$ cat config.mk
export PLATFORM = sky130hd
export DESIGN_NAME = pwm_multi_gen
export DESIGN_NICKNAME = d
export VERILOG_FILES = /design/src/rtl/pwm_multi_gen_pkg.sv /design/src/rtl/pwm_multi_gen_timebase.sv /design/src/rtl/pwm_multi_gen.sv
export SDC_FILE = /design/constraint.sdc
export NUM_CORES = 1
export LEC_CHECK = 0
export ABC_AREA = 1
export CORE_ASPECT_RATIO = 1.25
export CORE_MARGIN = 1
export CORE_UTILIZATION = 60
export CTS_BUF_LIST = sky130_fd_sc_hd__clkbuf_8
export DETAILED_ROUTE_END_ITERATION = 10
export PLACE_DENSITY = 0.78
export SYNTH_ARGS = -nofsm -noshare
export SYNTH_HDL_FRONTEND = slang
export SYNTH_SLANG_ARGS = --single-unit
export TNS_END_PERCENT = 30
$ cat constraint.sdc
create_clock -name clk -period 2.4 [get_ports clk]
set_input_delay 0.48 -clock clk [delete_from_list [all_inputs] [get_ports clk]]
set_output_delay 0.48 -clock clk [all_outputs]
set_load 0.02 [all_outputs]
$ cat src/rtl/pwm_multi_gen_pkg.sv
// Shared definitions for the multi-channel PWM generator: mode and
// direction encodings, register address map and the reset TOP value.
package pwm_multi_gen_pkg;

    typedef enum logic {
        MODE_EDGE   = 1'b0,
        MODE_CENTER = 1'b1
    } pwm_mode_e;

    typedef enum logic {
        DIR_UP   = 1'b0,
        DIR_DOWN = 1'b1
    } pwm_dir_e;

    // Address of the TOP register; duties occupy 0..ch-1 below it.
    function automatic int addr_top(input int ch);
        return ch;
    endfunction

    // Address of the {mode, presc} configuration register.
    function automatic int addr_cfg(input int ch);
        return ch + 1;
    endfunction

    // TOP after reset is all ones for a w-bit counter (valid for w <= 32).
    function automatic logic [31:0] top_reset(input int w);
        return (32'h0000_0001 << w) - 32'h0000_0001;
    endfunction

endpackage

$ cat src/rtl/pwm_multi_gen_timebase.sv
// Shared time base: prescaler, edge/center counter and period-boundary
// detection. The boundary is reported on the last tick of a period so the
// counter, direction and the caller's active registers all restart together.
module pwm_timebase
    import pwm_multi_gen_pkg::*;
#(
    parameter int W  = 8,
    parameter int PW = 4
) (
    input  logic          clk,
    input  logic          rst_n,
    input  logic          en,
    input  logic [W-1:0]  top,
    input  logic [PW-1:0] presc,
    input  logic          mode,
    output logic [W-1:0]  cnt,
    output logic          tick,
    output logic          boundary,
    output logic          sync
);

    localparam logic [W-1:0]  CNT_ZERO = {W{1'b0}};
    localparam logic [W-1:0]  CNT_ONE  = {{(W-1){1'b0}}, 1'b1};
    localparam logic [PW-1:0] PCNT_ZERO = {PW{1'b0}};
    localparam logic [PW-1:0] PCNT_ONE  = {{(PW-1){1'b0}}, 1'b1};

    logic [PW-1:0] pcnt_r;
    logic [PW-1:0] pcnt_nxt_s;
    logic [W-1:0]  cnt_r;
    logic [W-1:0]  cnt_nxt_s;
    pwm_dir_e      dir_r;
    pwm_dir_e      dir_nxt_s;
    logic          tick_s;
    logic          center_s;
    logic          boundary_s;
    logic          sync_r;

    // Next-state logic for prescaler, counter and direction. In center mode
    // the triangle is 0..top..1 (2*top ticks); the tick that would bring the
    // down-count to 0 ends the period and restarts at 0 counting up.
    always_comb begin
        tick_s     = en && (pcnt_r == presc);
        center_s   = (mode == MODE_CENTER) && (top != CNT_ZERO);
        boundary_s = 1'b0;
        pcnt_nxt_s = pcnt_r;
        cnt_nxt_s  = cnt_r;
        dir_nxt_s  = dir_r;
        if (!en) begin
            pcnt_nxt_s = PCNT_ZERO;
            cnt_nxt_s  = CNT_ZERO;
            dir_nxt_s  = DIR_UP;
        end else if (tick_s) begin
            pcnt_nxt_s = PCNT_ZERO;
            if (center_s) begin
                if (dir_r == DIR_DOWN) begin
                    if (cnt_r == CNT_ONE) begin
                        boundary_s = 1'b1;
                        cnt_nxt_s  = CNT_ZERO;
                        dir_nxt_s  = DIR_UP;
                    end else begin
                        cnt_nxt_s  = cnt_r - CNT_ONE;
                        dir_nxt_s  = DIR_DOWN;
                    end
                end else begin
                    cnt_nxt_s = cnt_r + CNT_ONE;
                    if (cnt_r == (top - CNT_ONE)) begin
                        dir_nxt_s = DIR_DOWN;
                    end else begin
                        dir_nxt_s = DIR_UP;
                    end
                end
            end else begin
                if (cnt_r == top) begin
                    boundary_s = 1'b1;
                    cnt_nxt_s  = CNT_ZERO;
                end else begin
                    cnt_nxt_s  = cnt_r + CNT_ONE;
                end
                dir_nxt_s = DIR_UP;
            end
        end else begin
            pcnt_nxt_s = pcnt_r + PCNT_ONE;
        end
    end

    // Time-base state registers and the registered period-start pulse.
    always_ff @(posedge clk) begin
        if (!rst_n) begin
            pcnt_r <= PCNT_ZERO;
            cnt_r  <= CNT_ZERO;
            dir_r  <= DIR_UP;
            sync_r <= 1'b0;
        end else begin
            pcnt_r <= pcnt_nxt_s;
            cnt_r  <= cnt_nxt_s;
            dir_r  <= dir_nxt_s;
            sync_r <= boundary_s;
        end
    end

    assign cnt      = cnt_r;
    assign tick     = tick_s;
    assign boundary = boundary_s;
    assign sync     = sync_r;

endmodule

$ cat src/rtl/pwm_multi_gen.sv
// Multi-channel PWM generator: write decode into staging registers, active
// registers reloaded only at period boundaries (or while stopped), and one
// comparator per channel against the shared time-base counter.
module pwm_multi_gen
    import pwm_multi_gen_pkg::*;
#(
    parameter int CH = 4,
    parameter int W  = 8,
    parameter int PW = 4,
    parameter int AW = $clog2(CH + 2)
) (
    input  logic          clk,
    input  logic          rst_n,
    input  logic          en,
    input  logic          wr_en,
    input  logic [AW-1:0] wr_addr,
    input  logic [W-1:0]  wr_data,
    output logic [CH-1:0] pwm,
    output logic          sync
);

    localparam logic [W-1:0]  TOP_RST  = W'(top_reset(W));
    localparam logic [W-1:0]  DUTY_RST = {W{1'b0}};
    localparam logic [PW-1:0] PRESC_RST = {PW{1'b0}};

    logic [CH-1:0][W-1:0] stg_duty_r;
    logic [W-1:0]         stg_top_r;
    logic                 stg_mode_r;
    logic [PW-1:0]        stg_presc_r;

    logic [CH-1:0][W-1:0] act_duty_r;
    logic [W-1:0]         act_top_r;
    logic                 act_mode_r;
    logic [PW-1:0]        act_presc_r;

    logic [CH-1:0]        wr_duty_s;
    logic                 wr_top_s;
    logic                 wr_cfg_s;
    logic                 load_s;
    logic [W-1:0]         cnt_s;
    logic                 tick_s;
    logic                 boundary_s;
    logic [CH-1:0]        pwm_nxt_s;
    logic [CH-1:0]        pwm_r;

    pwm_timebase #(
        .W  (W),
        .PW (PW)
    ) u_timebase (
        .clk      (clk),
        .rst_n    (rst_n),
        .en       (en),
        .top      (act_top_r),
        .presc    (act_presc_r),
        .mode     (act_mode_r),
        .cnt      (cnt_s),
        .tick     (tick_s),
        .boundary (boundary_s),
        .sync     (sync)
    );

    // Write address decode; addresses past the config register select nothing.
    always_comb begin
        wr_duty_s = {CH{1'b0}};
        wr_top_s  = 1'b0;
        wr_cfg_s  = 1'b0;
        if (wr_en) begin
            for (int i = 0; i < CH; i++) begin
                if (wr_addr == AW'(i)) begin
                    wr_duty_s[i] = 1'b1;
                end else begin
                    wr_duty_s[i] = 1'b0;
                end
            end
            wr_top_s = (wr_addr == AW'(addr_top(CH)));
            wr_cfg_s = (wr_addr == AW'(addr_cfg(CH)));
        end else begin
            wr_duty_s = {CH{1'b0}};
        end
    end

    // Active bank follows staging while stopped and at each period end, so a
    // write landing in the boundary cycle waits for the following boundary.
    assign load_s = !en || (tick_s && boundary_s);

    // Staging register bank, written directly from the write port.
    always_ff @(posedge clk) begin
        if (!rst_n) begin
            stg_duty_r  <= {CH{DUTY_RST}};
            stg_top_r   <= TOP_RST;
            stg_mode_r  <= MODE_EDGE;
            stg_presc_r <= PRESC_RST;
        end else begin
            for (int i = 0; i < CH; i++) begin
                if (wr_duty_s[i]) begin
                    stg_duty_r[i] <= wr_data;
                end
            end
            if (wr_top_s) begin
                stg_top_r <= wr_data;
            end
            if (wr_cfg_s) begin
                stg_mode_r  <= wr_data[W-1];
                stg_presc_r <= wr_data[PW-1:0];
            end
        end
    end

    // Active register bank, loaded as a whole from staging.
    always_ff @(posedge clk) begin
        if (!rst_n) begin
            act_duty_r  <= {CH{DUTY_RST}};
            act_top_r   <= TOP_RST;
            act_mode_r  <= MODE_EDGE;
            act_presc_r <= PRESC_RST;
        end else if (load_s) begin
            act_duty_r  <= stg_duty_r;
            act_top_r   <= stg_top_r;
            act_mode_r  <= stg_mode_r;
            act_presc_r <= stg_presc_r;
        end
    end

    // Per-channel comparators; forced low while stopped.
    for (genvar g = 0; g < CH; g++) begin : g_cmp
        assign pwm_nxt_s[g] = en && (cnt_s < act_duty_r[g]);
    end

    // Output register so every channel switches on the same clock edge.
    always_ff @(posedge clk) begin
        if (!rst_n) begin
            pwm_r <= {CH{1'b0}};
        end else begin
            pwm_r <= pwm_nxt_s;
        end
    end

    assign pwm = pwm_r;

endmodule
==> flow_summary_export.csv <==
group,metric,value,unit
cells_and_area,instances_no_fill,951,
sta,hold_viol,0,
pwr,power.clock.fraction,0.310,
pwr,fin_total_pwr,3.74,mW
cts,cts_made_buffers,9,
grt,grt_overflow,0,
cells_and_area,synthToLayoutAreaGrowth,8.25,%
floorplan,ioPinCount,20,
logic_synthesis,syn-num-nets,861,
outcome,outcome,"complete, no violations",
grt,antenna_found_initial,0,
routing,drt_iter0_drc,345,
sta,worst_pin_slew,984,ps
cts,cts_setup_buffers,0,
routing,drc,0,
cts,cts_resized,0,
run,maxCapViolCount,0,
pwr,power.density,605,nW/um^2
sta,layout_min_cycle_time,2070,ps
logic_synthesis,netlist_area,5720,sq um
cts,htree_levels,3,
worst_setup_path,crit_path_start_kind,"flip-flop",
grt,grt_usage,0.292,
cells_and_area,final_common_cell,"nand2_1",
placed_design,portBuffers,19,
pwr,seq_power_share,0.518,
worst_setup_path,rr_worst_depth,10,
logic_synthesis,yosys_warnings,0,
cells_and_area,nets,873,
routing,routed_wl,13700,microns
logic_synthesis,yosys.area.top_type,"dfxtp_1",
logic_synthesis,synth.avg_cell_area,7.04,sq um
pwr,internal-power,2.65,mW
sta,whs,467,ps
grt,grt_first_pass_wirelength,22300,microns
cts,cts_buffer_depth,2,
floorplan,die_h,111,microns
pwr,p_switching,1.09,mW
cells_and_area,layout_common_cells,"nand2_1 (149), nor2_1 (134), dfxtp_1 (108)",
sta,finalCritPeriodShare,0.862,
worst_hold_path,hold_depth,2,
logic_synthesis,netlist_instances,812,
cts,root_buffer,"clkbuf_8",
logic_synthesis,ys_types,29,
logic_synthesis,synth_area_leaders,"dfxtp_1 (38%), nand2_1 (9.8%), nor2_1 (8.8%), ha_1 (7.4%), inv_1 (6.2%)",
routing,wl_per_cell,14.4,microns
pwr,leakage,2.94,nW
worst_setup_path,cp-end-kind,"flip-flop",
routing,firstDrtPassIters,4,
cts,clock_latency,370,ps
cts,path_clk_slew,100,ps
sta,fmax,483,MHz
cts,cts.sinks,108,
cts,holdBufCountCts,0,
logic_synthesis,ys_ff_latch,108,
cells_and_area,fin_util,0.671,
cells_and_area,drive_above_1_share,0.0870,
pwr,switching_share,0.292,
floorplan,placementRows,39,
logic_synthesis,synth_top_area_share,0.378,
pwr,vdd_drop_max,0.530,mV
floorplan,initial_core_util,0.620,
routing,ant_nets,0,
placed_design,place_area,5990,sq um
placed_design,place_inst,936,
floorplan,fp.dieW,89.3,microns
sta,maxSlewHeadroom,0.344,
cells_and_area,n_antenna_cell,0,
cells_and_area,fin_area,6190,sq um
placed_design,dp_hpwl,9830,microns
worst_setup_path,cp_data_arrival_time,2330,ps
worst_hold_path,worstHoldPathType,"flip-flop to flip-flop",
sta,tns,0,ps
worst_setup_path,critPathMaxFanout,22,
worst_setup_path,required,2660,ps
worst_setup_path,path_class,"flip-flop to flip-flop",
cts,cts_tree,"built",
grt,grt_pass1_vias,4721,
sta,rsz0062_at_grt,"no",
routing,vias,5174,
sta,finalMaxSlewViolations,0,
cells_and_area,fill_cells,798,
placed_design,routabilityCongestion,1.01,
sta,fin_skew,10.1,ps
sta,setup_viol_count_final,0,
logic_synthesis,seq_area_frac_synth,0.378,
pwr,p_comb_frac,0.172,
sta,postLayoutSetupSlackWorst,331,ps
placed_design,pre_cts_slack,368,ps
floorplan,core,9220,sq um
grt,grt_start_max_net_pins,92,
floorplan,die_area,9930,sq um
routing,drt-vias-per-instance,5.44,
## worst paths after layout
check / from / end / slack (ps)
worst max register to register: u_timebase.cnt[0]$_SDFFE_PN0P_ / act_duty_r[0]$_SDFFE_PN0P_ / 330
worst min register to register: stg_duty_r[29]$_SDFFE_PN0P_ / stg_duty_r[29]$_SDFFE_PN0P_ / 470
worst min-delay path: stg_duty_r[29]$_SDFFE_PN0P_ / stg_duty_r[29]$_SDFFE_PN0P_ / 470
worst max-delay path: u_timebase.cnt[0]$_SDFFE_PN0P_ / act_duty_r[0]$_SDFFE_PN0P_ / 330
## cells by family (layout without fill, tap and decap cells)
kind of cell | after synthesis | count (layout) | synth area share
fa+ha+maj | 34 | 34 | 0.0744
buf+inv | 135 | 151 | 0.103
simple gates | 392 | 392 | 0.306
flops | 108 | 108 | 0.378
xor+xnor | 13 | 13 | 0.0199
compound gates | 130 | 130 | 0.118
## layout make-up
type                       count  area (sq um)  share of cell area
sequential                   108          2160               0.349
clock inverter                 5          67.6              0.0109
tap                          123           154              0.0249
multi-input combinational    569          2970               0.479
clock buffer                  10           138              0.0222
timing repair buffer          35           325              0.0525
inverter                     101           379              0.0612
## power groups by stage
stage / Sequential [mW] / Clock [mW] / Combinational (mW)
floorplan: 1.97 / 0 / 0.461
global placement: 1.98 / 0 / 0.613
detailed placement: 1.98 / 0 / 0.636
CTS: 1.94 / 1.17 / 0.642
global route: 1.95 / 1.25 / 0.728
finish: 1.94 / 1.16 / 0.644
## registers in the layout (all words and copies together) (netlist names)
| signal | count |
|---|---|
| act_duty_r | 32 |
| act_mode_r | 1 |
| act_presc_r | 4 |
| act_top_r | 8 |
| pwm | 4 |
| stg_duty_r | 32 |
| stg_mode_r | 1 |
| stg_presc_r | 4 |
| stg_top_r | 8 |
| u_timebase.cnt | 8 |
| u_timebase.dir_r | 1 |
| u_timebase.pcnt_r | 4 |
| u_timebase.sync | 1 |
## cells in the mapped netlist
cell	n
a21boi_1	1
a21oi_1	67
buf_1	5
buf_2	8
buf_4	2
buf_6	9
clkbuf_1	10
dfxtp_1	108
ha_1	34
inv_1	94
inv_2	7
nand2_1	149
nand2_2	4
nand2_4	1
nand3_1	66
nand3_2	20
nand3_4	1
nand3b_1	1
nand4_1	9
nor2_1	134
nor2_2	4
nor3_1	2
o21a_1	3
o21ai_0	57
o21ai_4	1
o31ai_1	1
or2_2	1
xnor2_1	5
xor2_1	8
## worst max-delay path, stage by stage (launching register included)
cell,delay (ps)
dfxtp_1,620
nand2_1,110
nand2_1,110
nand2_1,50
nor2_1,180
nand2_2,120
nand2_4,90
nand3_4,160
buf_4,270
a21oi_1,190
nor2_1,80
## routing by layer
metal	up-vias	track usage	wire length (microns)
met2	158	0.458	6360
met3	49	0.0462	652
li1	2620	-	-
met5	-	0	0
met4	0	0.141	594
met1	2347	0.387	6070
No activity file was read; power rests on OpenSTA's default activity.
